==> src/rtl/asip_seq_pkg.sv <==
// Shared definitions for the vector execute sequencer: FSM states, ExecuteOp codes
// and elaboration-time width helpers.
package asip_seq_pkg;

  typedef enum logic [1:0] {
    IDLE = 2'd0,
    RUN  = 2'd1,
    DONE = 2'd2
  } seq_state_e;

  // ExecuteOp codes understood by the execute-stage ALU lanes
  localparam logic [2:0] OP_NOP = 3'd0;
  localparam logic [2:0] OP_ADD = 3'd1;
  localparam logic [2:0] OP_SUB = 3'd2;
  localparam logic [2:0] OP_AND = 3'd3;
  localparam logic [2:0] OP_OR  = 3'd4;
  localparam logic [2:0] OP_XOR = 3'd5;
  localparam logic [2:0] OP_SHL = 3'd6;
  localparam logic [2:0] OP_SHR = 3'd7;

  function automatic int clog2_min1(input int v);
    return (v <= 1) ? 1 : $clog2(v);
  endfunction

  function automatic int ceil_div(input int a, input int b);
    return (a + b - 1) / b;
  endfunction

endpackage

==> src/rtl/seq_flag_accumulator.sv <==
// Accumulates N/Z across the chunks of one command, ignoring disabled lanes.
// o_*_nxt include the chunk currently presented so the final flags can load on its accept.
module seq_flag_accumulator #(
  parameter int NUM_LANES = 4
) (
  input  logic                 clk,
  input  logic                 reset,
  input  logic                 i_clr,
  input  logic                 i_en,
  input  logic [NUM_LANES-1:0] i_lane_en,
  input  logic [NUM_LANES-1:0] i_neg,
  input  logic [NUM_LANES-1:0] i_zero,
  output logic                 o_acc_n_nxt,
  output logic                 o_acc_z_nxt
);

  logic                 r_acc_n;
  logic                 r_acc_z;
  logic [NUM_LANES-1:0] w_neg_m;
  logic [NUM_LANES-1:0] w_zero_m;

  // disabled lanes must look "not negative" and "zero" so they never disturb the result
  for (genvar l = 0; l < NUM_LANES; l++) begin : g_lane
    assign w_neg_m[l]  = i_neg[l] & i_lane_en[l];
    assign w_zero_m[l] = i_zero[l] | ~i_lane_en[l];
  end

  assign o_acc_n_nxt = r_acc_n | (|w_neg_m);
  assign o_acc_z_nxt = r_acc_z & (&w_zero_m);

  always_ff @(posedge clk or posedge reset) begin
    if (reset) begin
      r_acc_n <= 1'b0;
      r_acc_z <= 1'b1;
    end else if (i_clr) begin
      r_acc_n <= 1'b0;
      r_acc_z <= 1'b1;
    end else if (i_en) begin
      r_acc_n <= o_acc_n_nxt;
      r_acc_z <= o_acc_z_nxt;
    end
  end

endmodule

==> src/rtl/vector_exec_sequencer.sv <==
// Steps one vector command through ceil(len/vectorSize) ALU chunks and updates N/Z flags.
// Optional abort input enabled by defining VECTOR_SEQ_ABORT_EN.
module vector_exec_sequencer
  import asip_seq_pkg::*;
#(
  parameter  int registerSize = 8,
  parameter  int vectorSize   = 4,
  parameter  int maxElems     = 32,
  localparam int LW           = $clog2(maxElems + 1),
  localparam int CW           = clog2_min1(ceil_div(maxElems, vectorSize))
) (
  input  logic                  clk,
  input  logic                  reset,
  input  logic                  cmd_valid,
  output logic                  cmd_ready,
  input  logic [2:0]            cmd_op,
  input  logic [LW-1:0]         cmd_len,
  input  logic                  cmd_setFlags,
  output logic [2:0]            ExecuteOp,
  output logic [CW-1:0]         chunk_idx,
  output logic [vectorSize-1:0] lane_en,
  output logic                  res_valid,
  input  logic                  res_ready,
  output logic                  res_last,
  input  logic [vectorSize-1:0] negativeFlags,
  input  logic [vectorSize-1:0] zeroFlags,
  output logic                  neg_flag,
  output logic                  zero_flag,
`ifdef VECTOR_SEQ_ABORT_EN
  input  logic                  abort,
`endif
  output logic                  done
);

  if (registerSize < 1 || vectorSize < 1 || maxElems < 1) begin : g_bad_cfg
    $error("vector_exec_sequencer: registerSize, vectorSize and maxElems must be positive");
  end

  seq_state_e            r_state;
  logic [2:0]            r_op;
  logic                  r_set;
  logic [CW-1:0]         r_chunk;
  logic [CW-1:0]         r_last_idx;
  logic [vectorSize-1:0] r_last_mask;

  logic [LW-1:0]         w_lm1;
  logic [LW-1:0]         w_rem;
  logic [CW-1:0]         w_last_idx;
  logic [vectorSize-1:0] w_last_mask;
  logic                  w_run;
  logic                  w_is_last;
  logic                  w_abort;
  logic                  w_accept;
  logic                  w_chunk_acc;
  logic                  w_acc_n_nxt;
  logic                  w_acc_z_nxt;

`ifdef VECTOR_SEQ_ABORT_EN
  assign w_abort = abort;
`else
  assign w_abort = 1'b0;
`endif

  // final-chunk geometry is worked out once at accept; only meaningful when len > 0
  assign w_lm1      = cmd_len - LW'(1);
  assign w_rem      = w_lm1 % LW'(vectorSize);
  assign w_last_idx = CW'(w_lm1 / LW'(vectorSize));
  for (genvar l = 0; l < vectorSize; l++) begin : g_mask
    assign w_last_mask[l] = (LW'(l) <= w_rem);
  end

  assign w_run       = (r_state == RUN);
  assign w_is_last   = (r_chunk == r_last_idx);
  assign w_accept    = (r_state == IDLE) & cmd_valid;
  assign w_chunk_acc = w_run & res_ready & ~w_abort;

  assign cmd_ready = (r_state == IDLE);
  assign res_valid = w_run;
  assign done      = (r_state == DONE);
  assign chunk_idx = r_chunk;
  assign ExecuteOp = w_run ? r_op : OP_NOP;
  assign res_last  = w_run & w_is_last;
  assign lane_en   = w_run ? (w_is_last ? r_last_mask : '1) : '0;

  seq_flag_accumulator #(.NUM_LANES(vectorSize)) u_acc (
    .clk         (clk),
    .reset       (reset),
    .i_clr       (w_accept),
    .i_en        (w_chunk_acc),
    .i_lane_en   (lane_en),
    .i_neg       (negativeFlags),
    .i_zero      (zeroFlags),
    .o_acc_n_nxt (w_acc_n_nxt),
    .o_acc_z_nxt (w_acc_z_nxt)
  );

  always_ff @(posedge clk or posedge reset) begin
    if (reset) begin
      r_state     <= IDLE;
      r_op        <= OP_NOP;
      r_set       <= 1'b0;
      r_chunk     <= '0;
      r_last_idx  <= '0;
      r_last_mask <= '0;
      neg_flag    <= 1'b0;
      zero_flag   <= 1'b0;
    end else begin
      case (r_state)
        IDLE: if (cmd_valid) begin
          r_op        <= cmd_op;
          r_set       <= cmd_setFlags;
          r_chunk     <= '0;
          r_last_idx  <= w_last_idx;
          r_last_mask <= w_last_mask;
          r_state     <= (cmd_len != '0) ? RUN : DONE;
        end
        RUN: begin
          if (w_abort) begin
            r_state <= IDLE;
          end else if (res_ready) begin
            if (w_is_last) begin
              r_state <= DONE;
              if (r_set) begin
                neg_flag  <= w_acc_n_nxt;
                zero_flag <= w_acc_z_nxt;
              end
            end else begin
              r_chunk <= r_chunk + CW'(1);
            end
          end
        end
        DONE:    r_state <= IDLE;
        default: r_state <= IDLE;
      endcase
    end
  end

endmodule

==> config.mk <==
export PLATFORM = sky130hd
export DESIGN_NAME = vector_exec_sequencer
export DESIGN_NICKNAME = d
export VERILOG_FILES = /design/src/rtl/asip_seq_pkg.sv /design/src/rtl/seq_flag_accumulator.sv /design/src/rtl/vector_exec_sequencer.sv
export SDC_FILE = /design/constraint.sdc
export NUM_CORES = 1
export LEC_CHECK = 0
export CORE_UTILIZATION = 35
export CTS_BUF_LIST = sky130_fd_sc_hd__clkbuf_8
export DETAILED_ROUTE_END_ITERATION = 12
export GPL_ROUTABILITY_DRIVEN = 0
export HOLD_SLACK_MARGIN = 0.02
export PLACE_DENSITY = 0.74
export SETUP_SLACK_MARGIN = 0.1
export SLEW_MARGIN = 5
export SYNTH_ARGS = -nofsm -noshare
export SYNTH_HDL_FRONTEND = slang
export SYNTH_SLANG_ARGS = --single-unit
==> constraint.sdc <==
create_clock -name clk -period 2.65 [get_ports clk]
set_input_delay 0.3975 -clock clk [delete_from_list [all_inputs] [get_ports clk]]
set_output_delay 0.3975 -clock clk [all_outputs]
set_load 0.005 [all_outputs]
---- After elaboration in Yosys (flattened, before gate mapping) ----
Index checks and enable logic that the tools add are counted.
word-level totals
  input port bits ......................... 22
  logic and storage cells ................. 66
  output and inout port bits .............. 16
  bits in registers ....................... 20
operators by class
  reductions and logical operators ........ 10
  equal/unequal tests ..................... 7
  $add $sub $neg .......................... 2
  magnitude comparators ................... 4
  bitwise operators ....................... 17
  multiplexer cells ....................... 16
operators with widths
  cell                                                           count
  2-to-1 mux 3 bit                                               4
  AND reduction 4 bit                                            3
  bitwise AND 1 bit                                              8
  2-to-1 mux 2 bit                                               4
  2-to-1 mux 4 bit                                               2
  inequality test 2 bit, second input constant                   3
  one-hot mux 3 bit (2 select lines)                             1
  nonzero test 6 bit                                             1
  OR 1 bit                                                       5
  subtractor 5 x 1 -> 5 bit, second input constant               1
  less-or-equal comparator 1 x 2 -> 1 bit, first input constant  2
  less-or-equal comparator 2 bit, first input constant           2
  2-to-1 mux 1 bit                                               4
  NOT 1 bit                                                      4
  one-hot mux 2 bit (2 select lines)                             1
  nonzero test 2 bit                                             2
  OR reduction 4 bit                                             1
  adder 3 x 1 -> 3 bit, second input constant                    1
  == test 3 bit                                                  1
  AND reduction 3 bit                                            1
  == test 2 x 1 -> 1 bit, second input constant                  1
  == test 2 bit, second input constant                           1
  zero test 2 bit                                                1
  inequality test 2 x 1 -> 1 bit, second input constant          1
  AND reduction 2 bit                                            1

---- Logic depth before layout (Yosys ltp) ----
Gate-level depths: netlist of the first run.
  depth after elaboration ................. 9
  depth in mapped cells ................... 7
  depth with buffers taken out ............ 6

---- Cells and area by module ----
From an unflattened synthesis of the first run, not the netlist that was laid out.
second synthesis, totals
  cells, all modules ...................... 111
  area, all modules ....................... 1139.8 sq um
modules (own cells, without submodules)
  module                 times used  area each (sq um)  cells each  sequential area each (sq um)
  vector_exec_sequencer  1           965.9              95          450.4
  seq_flag_accumulator   1           173.9              16          51.3

---- Least setup slack after synthesis of the first run ----
No wires, ideal clock.
  kind .................................... reg-to-output
  start point ............................. register r_chunk[0] (netlist: chunk_idx[0])
  end point ............................... output res_last
  arrival time ............................ 1316 ps
  buffers on the path ..................... 1
  required time ........................... 2253 ps
  slack ................................... 936 ps
  stages on the path, launching flop included .. 5
  cells stage by stage .................... dfrtp_1 xor2_1 buf_6 or3_1 nor2_1
between the ends
  cells in the longest elaborated chain, start to end .. 2
RTL lines
  item                      line                          text
  start: declaration        vector_exec_sequencer.sv:42   logic [CW-1:0] r_chunk;
  start signal: assignment  vector_exec_sequencer.sv:128  r_chunk <= r_chunk + CW'(1);
  == test 3 bit             vector_exec_sequencer.sv:73   assign w_is_last = (r_chunk == r_last_idx);
  bitwise AND 1 bit         vector_exec_sequencer.sv:82   assign res_last = w_run & w_is_last;
  end: declaration          vector_exec_sequencer.sv:24   output logic res_last,
No other way between the ends.

---- Worst setup path after layout of the first run ----
Ends and elaborated chain as after synthesis.

==> results of run 1 <==
[synth_stat cells, drive strengths merged (2+ instances only)]
cell type,instances,area share (%)
buf,6,3.1
xor2,4,3.0
nand2b,3,1.8
ha,3,3.2
nor4,4,2.7
nor3,2,0.86
clkbuf,2,0.75
inv,8,2.6
o41ai,6,5.8
nor3b,2,1.3
dfrtp,19,41
a22o,2,1.6
and4b,2,1.7
nor2,13,4.2
o32ai,2,1.5
o21ai,2,0.86
a21oi,7,3.0
mux2,6,5.8
xnor2,3,2.3
and2,3,1.6
[stage by stage]
| stage | area (um^2) | total power [mW] | std cells | hold slack (ns) | worst slack, ns |
|---|---|---|---|---|---|
| finish | 1640 | 1.80 | 191 | 0.506 | 0.204 |
| global route | 1640 | 1.92 | 191 | 0.525 | 0.0947 |
| CTS | 1630 | 1.78 | 191 | 0.512 | 0.179 |
| detailed placement | 1550 | 1.52 | 187 | 0.490 | 0.297 |
| global placement | 1550 | 1.48 | 187 | 0.483 | 0.366 |
| floorplan | 1160 | 1.16 | 113 | 0.361 | 0.936 |
[where the power goes]
group	internal [mW]	switching [mW]	total (mW)
clock network	0.132	0.0970	0.229
registers	0.447	0.141	0.589
logic	0.502	0.476	0.978
[registers in the layout (all words and copies together), names as in the netlist]
name           count
neg_flag           1
r_last_mask        4
zero_flag          1
chunk_idx          3
r_state            2
u_acc.r_acc_n      1
r_last_idx         3
r_set              1
u_acc.r_acc_z      1
r_op               3
[routing by layer]
layer | share of wire (%) | wire [um] | track usage [%] | vias up
met5 | 0 | 0 | 0 | -
met1 | 46 | 1260 | 21.9 | 457
li1 | - | - | - | 473
met4 | 1.2 | 34 | 6.98 | 0
met2 | 47 | 1280 | 27.8 | 33
met3 | 5.4 | 147 | 2.62 | 2
[cell type report]
type | count | share of cell area, %
Multi-Input combinational cell | 77 | 37.6
Inverter | 8 | 2.06
Clock buffer | 4 | 3.36
Timing Repair Buffer | 38 | 23.1
Sequential cell | 20 | 30.6
Tap cell | 44 | 3.36
[timing repair]
action                     in CTS  in global routing
resized for setup               3                  2
setup endpoints to repair       5                  2
hold buffers                    0                  0
[worst max-delay path, cell delays in order (launching register included)]
cell and delay [ns]:
dfrtp_1 0.47, xor2_2 0.26, or3_4 0.46, nor2_1 0.11, clkdlybuf4s50_1 0.50
[cells by family after synthesis]
| kind of cell | after synthesis |
|---|---|
| buf+inv | 16 |
| fa+ha+maj | 3 |
| compound gates | 26 |
| xor+xnor | 7 |
| flops | 20 |
| mux | 7 |
| simple gates | 34 |
[worst max path at each step]
stage | to | startpoint | cells past startpoint | slack [ns]
6_report | res_last | chunk_idx[0] | 4 | 0.20
5_1_grt | lane_en[0] | chunk_idx[0] | 4 | 0.09
4_1_cts | res_last | chunk_idx[0] | 4 | 0.18
3_5_place_dp | lane_en[0] | chunk_idx[0] | 4 | 0.30
3_3_place_gp | lane_en[2] | chunk_idx[1] | 4 | 0.37
2_1_floorplan | res_last | chunk_idx[0] | 4 | 0.94
==> impl_metrics.tcl, run 1 <==
set metrics [dict create \
    synth_cell_type_count 41 \
    grt_pass1_wl_um 4350 \
    hold_viol 0 \
    slew_headroom_pct 48.2 \
    cts_root_buf "clkbuf_8" \
    critical_path_class "reg2out" \
    slew_violations 0 \
    io_pins 38 \
    htreeDepth 1 \
    cts.sinks 20 \
    post_cts_buffers 0 \
    path_max_fanout 12 \
    clock_latency_ns 0.25 \
    clockBufferDepth 2 \
    syn_inst 113 \
    worst_pin_slew_ns 0.777 \
    max_cap_viol_count 0 \
    end_kind "output pin" \
    dieArea_um2 3550 \
    drive_above_1_share_pct 16.3 \
    synth_compound_area_share_pct 18.1 \
    async_flop_share_pct 100 \
    critPathArrivalTime_ns 2.05 \
    ys_seq_area_share_pct 43.3 \
    antenna_found_initial 0 \
    synth.cell_area_um2 1160 \
    ys_warn_count 0 \
    layout_min_cycle_time_ns 2.45 \
    die_w_um 59.6 \
    holdCritPathClass "reg2reg" \
    die_h_um 59.6 \
    min_period_over_period_pct 92.3 \
    hpwl_um 2070 \
    worstRegToRegCells 4 \
    regToRegEndpoint "neg_flag" \
    timing.fmax_mhz 409 \
    antenna_left 0 \
    final_cell_mix "clkdlybuf4s50_1, dfrtp_1, nor2_1" \
    synth_seq_cells 20 \
    synthXorXnorAreaFrac_pct 5.29 \
    r2r_slack_ns 0.76 \
    area_growth_syn_to_layout_pct 41.3 \
    io_buffers 37 \
    grt_max_degree 21 \
    synth_ff_type "dfrtp_1" \
    diodes 0 \
    muxShareOfSynthArea_pct 6.69 \
    final.setup.tns_ns 0 \
    wl_per_cell_um 14.3 \
    layout_commonest_cell "clkdlybuf4s50_1" \
    nets 173 \
    peakVddDrop_mv 0.344 \
    grt_remaining_overflow 0 \
    vias_per_cell 5.05 \
    cp_data_required_time_ns 2.25 \
    clk_pin_slew_ns 0.07 \
    finClkSkew_ns 0.00577 \
    hold_end "r_op[0]" \
    synth_edf_count 0 \
    cellPowerDensity_nw_per_um2 1100 \
    hold_start "r_op[0]" \
    drtPass1Iterations 5 \
    wirelength_um 2730 \
    grt_usage_pct 16.8 \
    crit_path_start_kind "register" \
    synthAdderAreaFrac_pct 3.24 \
    static-leakage-power_nw 0.644 \
    multi_input_area_um2 616 \
    hold_depth 1 \
    worstReg2RegStart "chunk_idx[0]" \
    post-route-util_pct 52.8 \
    synthSimpleGateAreaFrac_pct 16.9 \
    rsz0062_at_grt "yes" \
    cts_tree "built" \
    setup_viol 0 \
    grt_pass1_vias 911 \
    core_um2 3100 \
    synth_top_family_by_area "compound AO/OA/AOI/OAI gates" \
    fp-row-count 20 \
    synth_nets 138 \
    cts_buffers 3 \
    vias 965 \
    start_util_pct 37.4 \
    register_area_um2 502 \
    synth_area_per_cell_um2 10.3 \
    status "finished, final reports clean" \
    drc 0 \
    drt_iter0_drc 24 \
    fillers 293 \
]
Note: power is estimated with default switching activity, not from simulation.
==> run 2, diff against run 1 <==
--- a/config.mk
+++ b/config.mk
@@ -10,7 +10,7 @@
 export DETAILED_ROUTE_END_ITERATION = 12
 export GPL_ROUTABILITY_DRIVEN = 0
 export HOLD_SLACK_MARGIN = 0.02
-export PLACE_DENSITY = 0.74
+export PLACE_DENSITY_LB_ADDON = 0.05
 export SETUP_SLACK_MARGIN = 0.1
 export SLEW_MARGIN = 5
 export SYNTH_ARGS = -nofsm -noshare
==> run 2 against run 1 <==
Sequential share of layout area fell by 0.29 points. Power rose by 3.6%. Cell area rose by 1.2%. Critical path type unchanged.
==> impl_metrics.tcl, run 2 (same netlist as run 1, synthesis figures left out) <==
set metrics [dict create \
    pwr-share-seq_pct 31.5 \
    largest_reg_flops 4 \
    clock_latency_ns 0.26 \
    io_pins 38 \
    drive_above_1_share_pct 16.8 \
    cts_hold_buf 0 \
    min_period_over_period_pct 92.9 \
    io_buffers 37 \
    hold_viol 0 \
    final_cell_mix "clkdlybuf4s50_1, dfrtp_1, nor2_1" \
    end_kind "output pin" \
    vias 946 \
    pwr-share-clk_pct 16.5 \
    grt_pass1_wl_um 4140 \
    final.setup.tns_ns 0 \
    wirelength_um 2610 \
    pwr-share-comb_pct 51.9 \
    dieArea_um2 3550 \
    cts.sinks 20 \
    critical_path_class "reg2out" \
    status "finished, final reports clean" \
    slew_headroom_pct 50.1 \
    hpwl_um 1980 \
    timing.fmax_mhz 406 \
    diodes 0 \
    peakVddDrop_mv 0.398 \
    antenna_left 0 \
    fillers 311 \
    setup_viol 0 \
    switching_share_pct 37.8 \
    static-leakage-power_nw 0.657 \
    grt_remaining_overflow 0 \
    rsz0062_at_grt "no" \
    drc 0 \
    clockBufferDepth 2 \
    crit_path_start_kind "register" \
    critPathArrivalTime_ns 2.06 \
    internal_power_mw 1.16 \
    vias_per_cell 4.90 \
    antenna_found_initial 0 \
    fp-row-count 20 \
    htreeDepth 1 \
    layout_commonest_cell "clkdlybuf4s50_1" \
    drtPass1Iterations 4 \
    start_util_pct 37.4 \
    switching_power_mw 0.703 \
    die_w_um 59.6 \
    grt_max_degree 21 \
    layout_min_cycle_time_ns 2.46 \
    holdCritPathClass "reg2reg" \
    cts_tree "built" \
    p_total_mw 1.86 \
    whs_ns 0.500 \
    slew_violations 0 \
    top_register "r_last_mask" \
    grt_usage_pct 16.4 \
    finClkSkew_ns 0.000625 \
    cts_root_buf "clkbuf_8" \
    area_growth_syn_to_layout_pct 43.0 \
    grt_pass1_vias 891 \
    cp_data_required_time_ns 2.25 \
    worst_pin_slew_ns 0.747 \
    wl_per_cell_um 13.5 \
    nets 175 \
    cts_buffers 3 \
    cellPowerDensity_nw_per_um2 1120 \
    core_um2 3100 \
    die_h_um 59.6 \
    path_max_fanout 12 \
    r2r_slack_ns 0.82 \
    clk_pin_slew_ns 0.08 \
    drt_iter0_drc 28 \
    max_cap_viol_count 0 \
]
run 2: cell count changes in the layout (fill, tap and decap cells not counted):
cell	delta
bufinv_16	+1
clkbuf_8	-1
or3_1	+1
xor2_2	-1
or3_4	-1
dfrtp_2	+1
buf_4	+2
dfrtp_1	-1
xor2_1	+1
run 2: through the flow:
stage                     util (%)  setup WS (ns)  std cells  area, um^2
after floorplan                  -          0.936        113        1160
after global placement        50.5          0.382        189        1570
after CTS                     53.3          0.157        193        1650
after detailed placement      50.5          0.320        189        1570
final                         53.5          0.189        193        1660
after global routing          53.5          0.106        193        1660
run 2: repair_timing:
action | in CTS | in global routing
setup endpoints to repair | 5 | 2
buffers inserted | 0 | 0
gates resized for setup | 2 | 2
run 2: area by class of cell:
class / instances / area, um^2 / share of cell area [%]
Clock inverter: 1 / 30.0 / 1.81
Inverter: 8 / 33.8 / 2.04
Multi-Input combinational cell: 77 / 603 / 36.3
Timing Repair Buffer: 40 / 393 / 23.7
Tap cell: 44 / 55.1 / 3.32
Sequential cell: 20 / 503 / 30.3
Clock buffer: 3 / 41.3 / 2.49
run 2: routing by layer:
metal | GRT usage, % | part of all wire [%] | routed length, um
met5 | 0 | 0 | 0
met4 | 3.99 | 0.46 | 12
met3 | 4.59 | 5.1 | 132
met1 | 21.6 | 47 | 1220
met2 | 26.6 | 48 | 1250
run 2: worst max-delay path, cell delays in order (launching register included):
cell and delay (ns):
dfrtp_1 0.46, xor2_2 0.26, or3_1 0.46, nor2_1 0.12, clkdlybuf4s50_1 0.50
run 2: final timing paths:
path / start / endpoint / cells past startpoint
worst max-delay path: chunk_idx[1] / res_last / 4
worst min-delay path: r_op[2] / r_op[2] / 1
worst max register to register: chunk_idx[1] / neg_flag / 4
worst min register to register: r_op[2] / r_op[2] / 1
max in group asynchronous: reset / chunk_idx[0] / 2
min in group asynchronous: reset / r_op[2] / 2
run 2: power groups by stage:
| stage | Sequential (mW) | Clock (mW) | Combinational [mW] |
|---|---|---|---|
| floorplan | 0.530 | 0 | 0.635 |
| global placement | 0.572 | 0 | 0.943 |
| detailed placement | 0.579 | 0 | 0.950 |
| CTS | 0.582 | 0.314 | 0.965 |
| global route | 0.603 | 0.323 | 1.07 |
| finish | 0.586 | 0.308 | 0.966 |
